$ cat config.mk
export PLATFORM = sky130hd
export DESIGN_NAME = storage_summary_printer_flat
export DESIGN_NICKNAME = d
export VERILOG_FILES = /design/src/rtl/storage_summary_printer_if.sv /design/src/rtl/storage_summary_printer.sv /design/src/flat_wrapper.sv
export SDC_FILE = /design/constraint.sdc
export NUM_CORES = 1
export LEC_CHECK = 0
export BUFFER_PORTS_ARGS = -buffer_cell sky130_fd_sc_hd__buf_4
export CAP_MARGIN = 10
export CORE_MARGIN = 2
export CORE_UTILIZATION = 45
export CTS_CLUSTER_DIAMETER = 100
export DETAILED_ROUTE_END_ITERATION = 6
export HOLD_SLACK_MARGIN = 0.08
export PLACE_DENSITY_LB_ADDON = 0.1
export SYNTH_ARGS = -nofsm -noshare
export SYNTH_HDL_FRONTEND = slang
export SYNTH_SLANG_ARGS = --single-unit
$ cat constraint.sdc
create_clock -name clk -period 2.7 [get_ports clk]
set_clock_uncertainty 0.2 [all_clocks]
set_input_delay 0.135 -clock clk [delete_from_list [all_inputs] [get_ports clk]]
set_output_delay 0.135 -clock clk [all_outputs]
set_load 0.01 [all_outputs]
$ cat src/rtl/storage_summary_printer_if.sv
// Byte handshake between a printer and the shared uart_tx:
// a one-cycle tx_start hands tx_data over; tx_busy is high while the UART is sending.
interface storage_summary_printer_if;
  logic       tx_start;
  logic [7:0] tx_data;
  logic       tx_busy;

  modport master (output tx_start, output tx_data, input tx_busy);
  modport slave  (input tx_start, input tx_data, output tx_busy);
endinterface

$ cat src/rtl/storage_summary_printer.sv
// Snapshots the storage summary (total count and per-size counts) and streams it
// to uart_tx as "T=<total>\r\n" followed by one "m*n*count\r\n" line per non-empty size class.
//
// UART handshake: in SEND the byte is offered by a one-cycle tx_start, and only when tx_busy
// is low. The block then waits for tx_busy to rise (accepted) and fall (sent) before it
// selects the next byte.
module storage_summary_printer #(
  parameter int MAX_DIM     = 5,
  parameter int CNT_WIDTH   = 2,
  parameter int TOTAL_WIDTH = 6
) (
  input  logic                                 clk,
  input  logic                                 rst_n,
  input  logic                                 start,
  input  logic                                 abort,
  input  logic [TOTAL_WIDTH-1:0]               total_count,
  input  logic [MAX_DIM*MAX_DIM*CNT_WIDTH-1:0] info_table,
  storage_summary_printer_if.master            uart,
  output logic                                 busy,
  output logic                                 done,
  output logic [3:0]                           dbg_state
);

  localparam int NUM   = MAX_DIM * MAX_DIM;
  localparam int TBL_W = NUM * CNT_WIDTH;
  localparam int IDX_W = $clog2(NUM + 1);
  localparam int DIM_W = $clog2(MAX_DIM + 2);

  localparam logic [7:0] CH_T    = 8'h54;
  localparam logic [7:0] CH_EQ   = 8'h3D;
  localparam logic [7:0] CH_STAR = 8'h2A;
  localparam logic [7:0] CH_CR   = 8'h0D;
  localparam logic [7:0] CH_LF   = 8'h0A;
  localparam logic [7:0] CH_0    = 8'h30;

  typedef enum logic [3:0] {
    IDLE, LOAD, HDR, SCAN, ENTRY, SEND, WAIT_ACK, WAIT_DONE, FINISH
  } state_t;

  state_t               state_q, state_d;
  logic [TBL_W-1:0]     table_q, table_d;
  logic [3:0]           tens_q, tens_d;
  logic [3:0]           ones_q, ones_d;
  logic [IDX_W-1:0]     idx_q, idx_d;
  logic [DIM_W-1:0]     m_q, m_d;
  logic [DIM_W-1:0]     n_q, n_d;
  logic [2:0]           char_q, char_d;
  logic                 hdr_q, hdr_d;
  logic                 last_q, last_d;
  logic                 tx_start_q, tx_start_d;
  logic [7:0]           tx_data_q, tx_data_d;
  logic                 busy_q, busy_d;
  logic                 done_q, done_d;

  logic [7:0]           total_ext;
  logic [3:0]           tens_calc;
  logic [3:0]           ones_calc;
  logic [CNT_WIDTH-1:0] cur_cnt;

  // Decimal split of the total by repeated compare against multiples of ten.
  always_comb begin
    total_ext = 8'(total_count);
    tens_calc = 4'd0;
    for (int k = 1; k <= 9; k++) begin
      if (total_ext >= 8'(k * 10)) tens_calc = 4'(k);
    end
    ones_calc = 4'(total_ext - 8'(tens_calc) * 8'd10);
  end

  assign cur_cnt = CNT_WIDTH'(table_q >> (idx_q * CNT_WIDTH));

  always_comb begin
    state_d    = state_q;
    table_d    = table_q;
    tens_d     = tens_q;
    ones_d     = ones_q;
    idx_d      = idx_q;
    m_d        = m_q;
    n_d        = n_q;
    char_d     = char_q;
    hdr_d      = hdr_q;
    last_d     = last_q;
    tx_start_d = 1'b0;
    tx_data_d  = tx_data_q;
    busy_d     = busy_q;
    done_d     = 1'b0;

    case (state_q)
      IDLE: begin
        if (start) begin
          state_d = LOAD;
          busy_d  = 1'b1;
        end
      end
      LOAD: begin
        table_d = info_table;
        tens_d  = tens_calc;
        ones_d  = ones_calc;
        idx_d   = '0;
        m_d     = DIM_W'(1);
        n_d     = DIM_W'(1);
        char_d  = 3'd0;
        hdr_d   = 1'b1;
        last_d  = 1'b0;
        state_d = HDR;
      end
      HDR: begin
        state_d = SEND;
        case (char_q)
          3'd0: begin tx_data_d = CH_T;  char_d = 3'd1; end
          3'd1: begin tx_data_d = CH_EQ; char_d = (tens_q != 4'd0) ? 3'd2 : 3'd3; end
          3'd2: begin tx_data_d = CH_0 + 8'(tens_q); char_d = 3'd3; end
          3'd3: begin tx_data_d = CH_0 + 8'(ones_q); char_d = 3'd4; end
          3'd4: begin tx_data_d = CH_CR; char_d = 3'd5; end
          default: begin tx_data_d = CH_LF; last_d = 1'b1; end
        endcase
      end
      SCAN: begin
        if (idx_q == IDX_W'(NUM)) begin
          state_d = FINISH;
        end else if (cur_cnt != '0) begin
          state_d = ENTRY;
          hdr_d   = 1'b0;
          char_d  = 3'd0;
          last_d  = 1'b0;
        end else begin
          idx_d = idx_q + 1'b1;
          if (n_q == DIM_W'(MAX_DIM)) begin
            n_d = DIM_W'(1);
            m_d = m_q + 1'b1;
          end else begin
            n_d = n_q + 1'b1;
          end
        end
      end
      ENTRY: begin
        state_d = SEND;
        case (char_q)
          3'd0: begin tx_data_d = CH_0 + 8'(m_q);    char_d = 3'd1; end
          3'd1: begin tx_data_d = CH_STAR;           char_d = 3'd2; end
          3'd2: begin tx_data_d = CH_0 + 8'(n_q);    char_d = 3'd3; end
          3'd3: begin tx_data_d = CH_STAR;           char_d = 3'd4; end
          3'd4: begin tx_data_d = CH_0 + 8'(cur_cnt); char_d = 3'd5; end
          3'd5: begin tx_data_d = CH_CR;             char_d = 3'd6; end
          default: begin tx_data_d = CH_LF; last_d = 1'b1; end
        endcase
      end
      SEND: begin
        if (!uart.tx_busy) begin
          tx_start_d = 1'b1;
          state_d    = WAIT_ACK;
        end
      end
      WAIT_ACK: begin
        if (uart.tx_busy) state_d = WAIT_DONE;
      end
      WAIT_DONE: begin
        if (!uart.tx_busy) begin
          if (last_q) begin
            // A finished entry line moves the scan past its size class.
            last_d  = 1'b0;
            char_d  = 3'd0;
            state_d = SCAN;
            if (!hdr_q) begin
              idx_d = idx_q + 1'b1;
              if (n_q == DIM_W'(MAX_DIM)) begin
                n_d = DIM_W'(1);
                m_d = m_q + 1'b1;
              end else begin
                n_d = n_q + 1'b1;
              end
            end
          end else begin
            state_d = hdr_q ? HDR : ENTRY;
          end
        end
      end
      FINISH: begin
        done_d  = 1'b1;
        busy_d  = 1'b0;
        state_d = IDLE;
      end
      default: state_d = IDLE;
    endcase

    // Abort wins over everything, including a start in the same cycle.
    if (abort) begin
      state_d    = IDLE;
      busy_d     = 1'b0;
      tx_start_d = 1'b0;
      done_d     = 1'b0;
    end
  end

  always_ff @(posedge clk or negedge rst_n) begin
    if (!rst_n) begin
      state_q    <= IDLE;
      table_q    <= '0;
      tens_q     <= '0;
      ones_q     <= '0;
      idx_q      <= '0;
      m_q        <= '0;
      n_q        <= '0;
      char_q     <= '0;
      hdr_q      <= 1'b0;
      last_q     <= 1'b0;
      tx_start_q <= 1'b0;
      tx_data_q  <= '0;
      busy_q     <= 1'b0;
      done_q     <= 1'b0;
    end else begin
      state_q    <= state_d;
      table_q    <= table_d;
      tens_q     <= tens_d;
      ones_q     <= ones_d;
      idx_q      <= idx_d;
      m_q        <= m_d;
      n_q        <= n_d;
      char_q     <= char_d;
      hdr_q      <= hdr_d;
      last_q     <= last_d;
      tx_start_q <= tx_start_d;
      tx_data_q  <= tx_data_d;
      busy_q     <= busy_d;
      done_q     <= done_d;
    end
  end

  assign uart.tx_start = tx_start_q;
  assign uart.tx_data  = tx_data_q;
  assign busy          = busy_q;
  assign done          = done_q;
  assign dbg_state     = state_q;

endmodule

$ cat src/flat_wrapper.sv
// flat-port wrapper written by rule: the top's interface ports become plain ports
module storage_summary_printer_flat 
#(
  parameter int MAX_DIM     = 5,
  parameter int CNT_WIDTH   = 2,
  parameter int TOTAL_WIDTH = 6
)
  (clk, rst_n, start, abort, total_count, info_table, busy, done, dbg_state, uart_tx_start, uart_tx_data, uart_tx_busy);
  storage_summary_printer_if uart_i ();
  input  logic clk;
  input  logic rst_n;
  input  logic start;
  input  logic abort;
  input  logic [TOTAL_WIDTH-1:0] total_count;
  input  logic [MAX_DIM*MAX_DIM*CNT_WIDTH-1:0] info_table;
  output logic busy;
  output logic done;
  output logic [3:0] dbg_state;
  output wire logic [$bits(uart_i.tx_start)-1:0] uart_tx_start;
  output wire logic [$bits(uart_i.tx_data)-1:0] uart_tx_data;
  input wire logic [$bits(uart_i.tx_busy)-1:0] uart_tx_busy;
  assign uart_tx_start = uart_i.tx_start;
  assign uart_tx_data = uart_i.tx_data;
  assign uart_i.tx_busy = uart_tx_busy;
  storage_summary_printer #(.MAX_DIM(MAX_DIM), .CNT_WIDTH(CNT_WIDTH), .TOTAL_WIDTH(TOTAL_WIDTH)) u_core (.clk(clk), .rst_n(rst_n), .start(start), .abort(abort), .total_count(total_count), .info_table(info_table), .uart(uart_i), .busy(busy), .done(done), .dbg_state(dbg_state));
endmodule
==> metrics list <==
- Worst IR Drop VDD: approximately 440 uV
* Path category of the worst min-delay check: reg2reg
* Maximum number of pins on one net before global-route repair: 58
- The routed design has around 12 mm of wire.
- The worst hold path begins at u_core.table_q[16].
- Share of the cycle needed by the critical path after routing: 103%
- Ys Warns: 0
* Sw Pwr: 2550 uW
- In the synthesized netlist, the number of instances is approximately 540.
- The final reports fail on negative setup slack.
* Leakage power: just over 0.003 uW
- The first global-routing pass estimated 19.9 mm of wire.
- TritonCTS created 9 clock buffers.
- Die X: between 100 and 150 um
- Total Negative Setup Slacks: -256 ps
* Number of port buffers: 74
* First-pass DRT Iterations: 4
- Placeable core region: just over 0.01 mm2
- Number of endpoints failing setup at the final stage: 8
- The worst hold path terminates at u_core.table_q[16].
- Power density over the cells: 975 mW/mm2
- Cell area after synthesis: ~0.0047 mm2
* Avg Cell Area, Syn: 8.78 um2
- Fin. max-slew vios: 0
- Synth Flop Type: dfrtp_1
- Sequential power share: a little over a third
- The startpoint identified for the worst register-to-register timing path is u_core.idx_q[1].
* Type of origin of the critical path: flop
* Setup repair after global routing missed its margin: true
* Antenna violations before repair: 0
- The clock network burns 15.7% of the power.
- Hpwl dp: about 7.6 mm
- For flop-to-flop paths, the worst setup slack is -90 ps.
* Layout Utilization: roughly 64%
- Routed wirelength normalized by instance count: roughly 14 um
* Starting utilization of the core area: a little under half
- Based on the critical path, the design can be clocked at up to 0.358 GHz.
- Global routing finished with a remaining overflow of 0.
* Worst Path Class, Setup: reg2reg
* Required time at the endpoint of the critical path: 2740 ps
- Internal power consumption: 3860 uW
* Number of different library cells in the post-synthesis netlist: 65
- Counting flops and latches in the post-synthesis netlist gives 87.
* Max-capacitance violation count: 0
- Io pins: 76
- Max clock buf depth: 2
- The detailed router finished its first iteration with 130 violations.
- Of all nets on the critical path, the largest fanout is 6.
* Cell area after placement: approximately 0.0054 mm2
- Number of clock sinks seen by CTS: between 80 and 90
- Worst skew pair latency: 360 ps
- After layout, the worst setup slack is -90.1 ps.
* Combinational share of power: between 40 and 50%
- Worst relative slew slack: a little under three fifths
- After routing the design area is approximately 0.0066 mm2.
- At the placement stage, the worst setup path has a slack of -95.6 ps.
- Height of the die: 106 um
- Clock-pin slew on the worst setup and hold paths: around 90 ps
- The number of antenna diodes in the final layout is 0.
- Together, buffers and inverters on the worst path number 3.
- TritonCTS built the clock tree.
- When the netlist entered floorplanning its net count stood at roughly 600.
* Via density per instance: slightly above 5
- Worst r2r path cells: 10
- Final hold analysis gives a worst-case slack of roughly 270 ps.
- Of the total power, the share spent switching nets is 39.8%.
- Share of post-route cells with drive strength above 1: around a quarter
* Transition time at the pin with the least slew margin: about 670 ps
* Final weighted congestion in routability-driven placement: around 0.81
- The area growth from synthesis to layout is 40.1%.
- The floorplan has 37 rows.
* Final Critical Period: 2790 ps
- Number of endpoints with negative hold slack in the final report: 0
- The worst setup path is captured at a flop.
- Gr usage total: roughly 22%
* DRT antenna net count: 0
* Slowest cell on crit path: dfrtp_2
* Seq/Total Area, Yosys: between 40% and 50%
* Proportion of register bits with asynchronous set or reset after synthesis: 100%
* Chain of cells forming the critical path: buf_6 > buf_16 > mux2i_1 > mux4_2 > a22oi_4 > a2bb2oi_4 > buf_4 > a21o_4 > nand2b_1 > mux2_2
- The net count of the finished layout is around 750.
- The root buffer cell chosen for the clock tree is clkbuf_8.
* Vias: ~4.2k
- In this run the critical register-to-register path is captured at u_core.m_q[0].
- At the worst endpoint, the arrival time is 2830 ps.
- The run finished, with violations left.
* Post-detailed-route DRC marker count: 0
* Number of global-route vias before repair: between 4k and 5k
- Largest stage delay on the critical path: ~500 ps
- Counting flops with a built-in enable in the synthesized netlist gives 0.
- Full die area: approximately 0.011 mm2
* Cell class contributing the biggest share of worst-path delay: multiplexers
- The H-tree was split into 3 levels.
- Hold Path Depth: 2
[layer usage]
metal / vias up / share of wire [%] / GRT usage (%)
li1: 2105 / - / -
met1: 1976 / 44 / 28.2
met2: 98 / 51 / 37.9
met3: 22 / 3.1 / 2.76
met4: 0 / 1.7 / 9.21
met5: - / 0 / 0
[power by group through the flow]
stage | clock (uW) | combinational, uW | sequential, uW
after floorplan | 0 | 2040 | 2160
after global placement | 0 | 2750 | 2310
after detailed placement | 0 | 2800 | 2320
after CTS | 1030 | 3020 | 2300
after global routing | 1090 | 3490 | 2370
final | 1010 | 3110 | 2300
[state kept, by name, summed over array words and instances (netlist names), 3 cells and up]
name	cells
u_core.table_q	50
u_core.m_q	3
u_core.idx_q	5
u_core.char_q	3
u_core.tens_q	3
u_core.dbg_state	4
u_core.n_q	3
u_core.uart.tx_data	7
u_core.ones_q	4
[metrics by stage]
step,std cells,total power [uW]
global route,825,6950
floorplan,535,4200
global placement,736,5060
finish,825,6420
CTS,821,6350
detailed placement,736,5120
[timing repair]
| action | CTS | global route |
|---|---|---|
| hold buffers | 63 | 0 |
| endpoints found under the hold margin | 151 | 0 |
| gates cloned | 3 | 0 |
| gates resized for setup | 17 | 27 |
| setup buffers | 4 | 4 |
| setup endpoints to repair | 7 | 17 |
| pin swaps | 9 | 17 |
[worst max-delay path by stage]
stage | cells after the start | slack, ps | endpoint | from
5_1_grt | 9 | -180 | u_core.char_q[0] | u_core.idx_q[1]
4_1_cts | 9 | -50 | u_core.char_q[0] | u_core.idx_q[1]
2_1_floorplan | 9 | 70 | u_core.char_q[0] | u_core.idx_q[1]
3_5_place_dp | 8 | -100 | u_core.m_q[2] | u_core.idx_q[1]
3_3_place_gp | 8 | 30 | u_core.char_q[0] | u_core.idx_q[1]
6_report | 10 | -90 | u_core.m_q[0] | u_core.idx_q[1]
[worst reg2reg max path, delay by kind of cell (launching register included)]
family | cells | cell delay [ps]
multiplexers | 3 | 930
flip-flops | 1 | 490
AO/OA/AOI/OAI | 3 | 490
buffers and inverters | 3 | 460
AND/OR/NAND/NOR | 1 | 100
[synth_stat cells (3+ instances only)]
cell type | n | share of area, %
mux4_2 | 4 | 1.9
nand2_1 | 197 | 16
buf_6 | 9 | 2.2
nor2b_1 | 5 | 0.67
ha_1 | 4 | 1.1
a21oi_1 | 17 | 1.8
a221oi_1 | 4 | 0.75
mux2_2 | 6 | 1.4
mux2i_1 | 15 | 3.2
clkbuf_1 | 19 | 1.5
or3_1 | 4 | 0.53
nor2_1 | 27 | 2.2
a22o_1 | 4 | 0.75
dfrtp_1 | 87 | 46
o21ai_0 | 31 | 3.3
nor3_1 | 9 | 0.96
nand2b_1 | 8 | 1.1
inv_1 | 9 | 0.72
a211oi_1 | 3 | 0.48
nand3_1 | 6 | 0.64
buf_4 | 3 | 0.48
a31o_2 | 3 | 0.56
o22ai_1 | 4 | 0.53
o31ai_1 | 4 | 0.64
buf_2 | 3 | 0.32
[final cells by class]
| class | instances | area (um2) |
|---|---|---|
| Clock inverter | 5 | 81.3 |
| Timing Repair Buffer | 174 | 1590 |
| Multi-Input combinational cell | 404 | 2390 |
| Fill cell | 913 | 3650 |
| Tap cell | 136 | 170 |
| Inverter | 9 | 38.8 |
| Sequential cell | 87 | 2180 |
| Clock buffer | 10 | 138 |
[logic make-up after synthesis]
logic type | after synthesis | share of synthesized area, %
muxes | 27 | 7.43
other | 1 | 0.0798
adders and majority gates | 5 | 1.49
xor gates and xnor gates | 2 | 0.373
AOI/OAI and AO/OA | 97 | 14.4
buffers and inverters | 44 | 5.62
DFF | 87 | 46.3
and+or+nand+nor | 272 | 24.3
[cells in the final DEF, fill, tap and decap left out, types with 5 or more instances in the layout]
cell,Yosys,layout
nand2_1,197,196
dlygate4sd3_1,0,63
nor3_1,9,6
clkbuf_8,0,10
buf_4,3,100
mux2i_1,15,15
nor2b_1,5,5
mux4_2,4,5
o21ai_1,1,7
dfrtp_1,87,86
o21ai_0,31,24
a21oi_1,17,14
nand3_1,6,6
inv_1,9,8
nor2_1,27,26
nand2b_1,8,8
No activity file was read; power rests on OpenSTA's default activity.
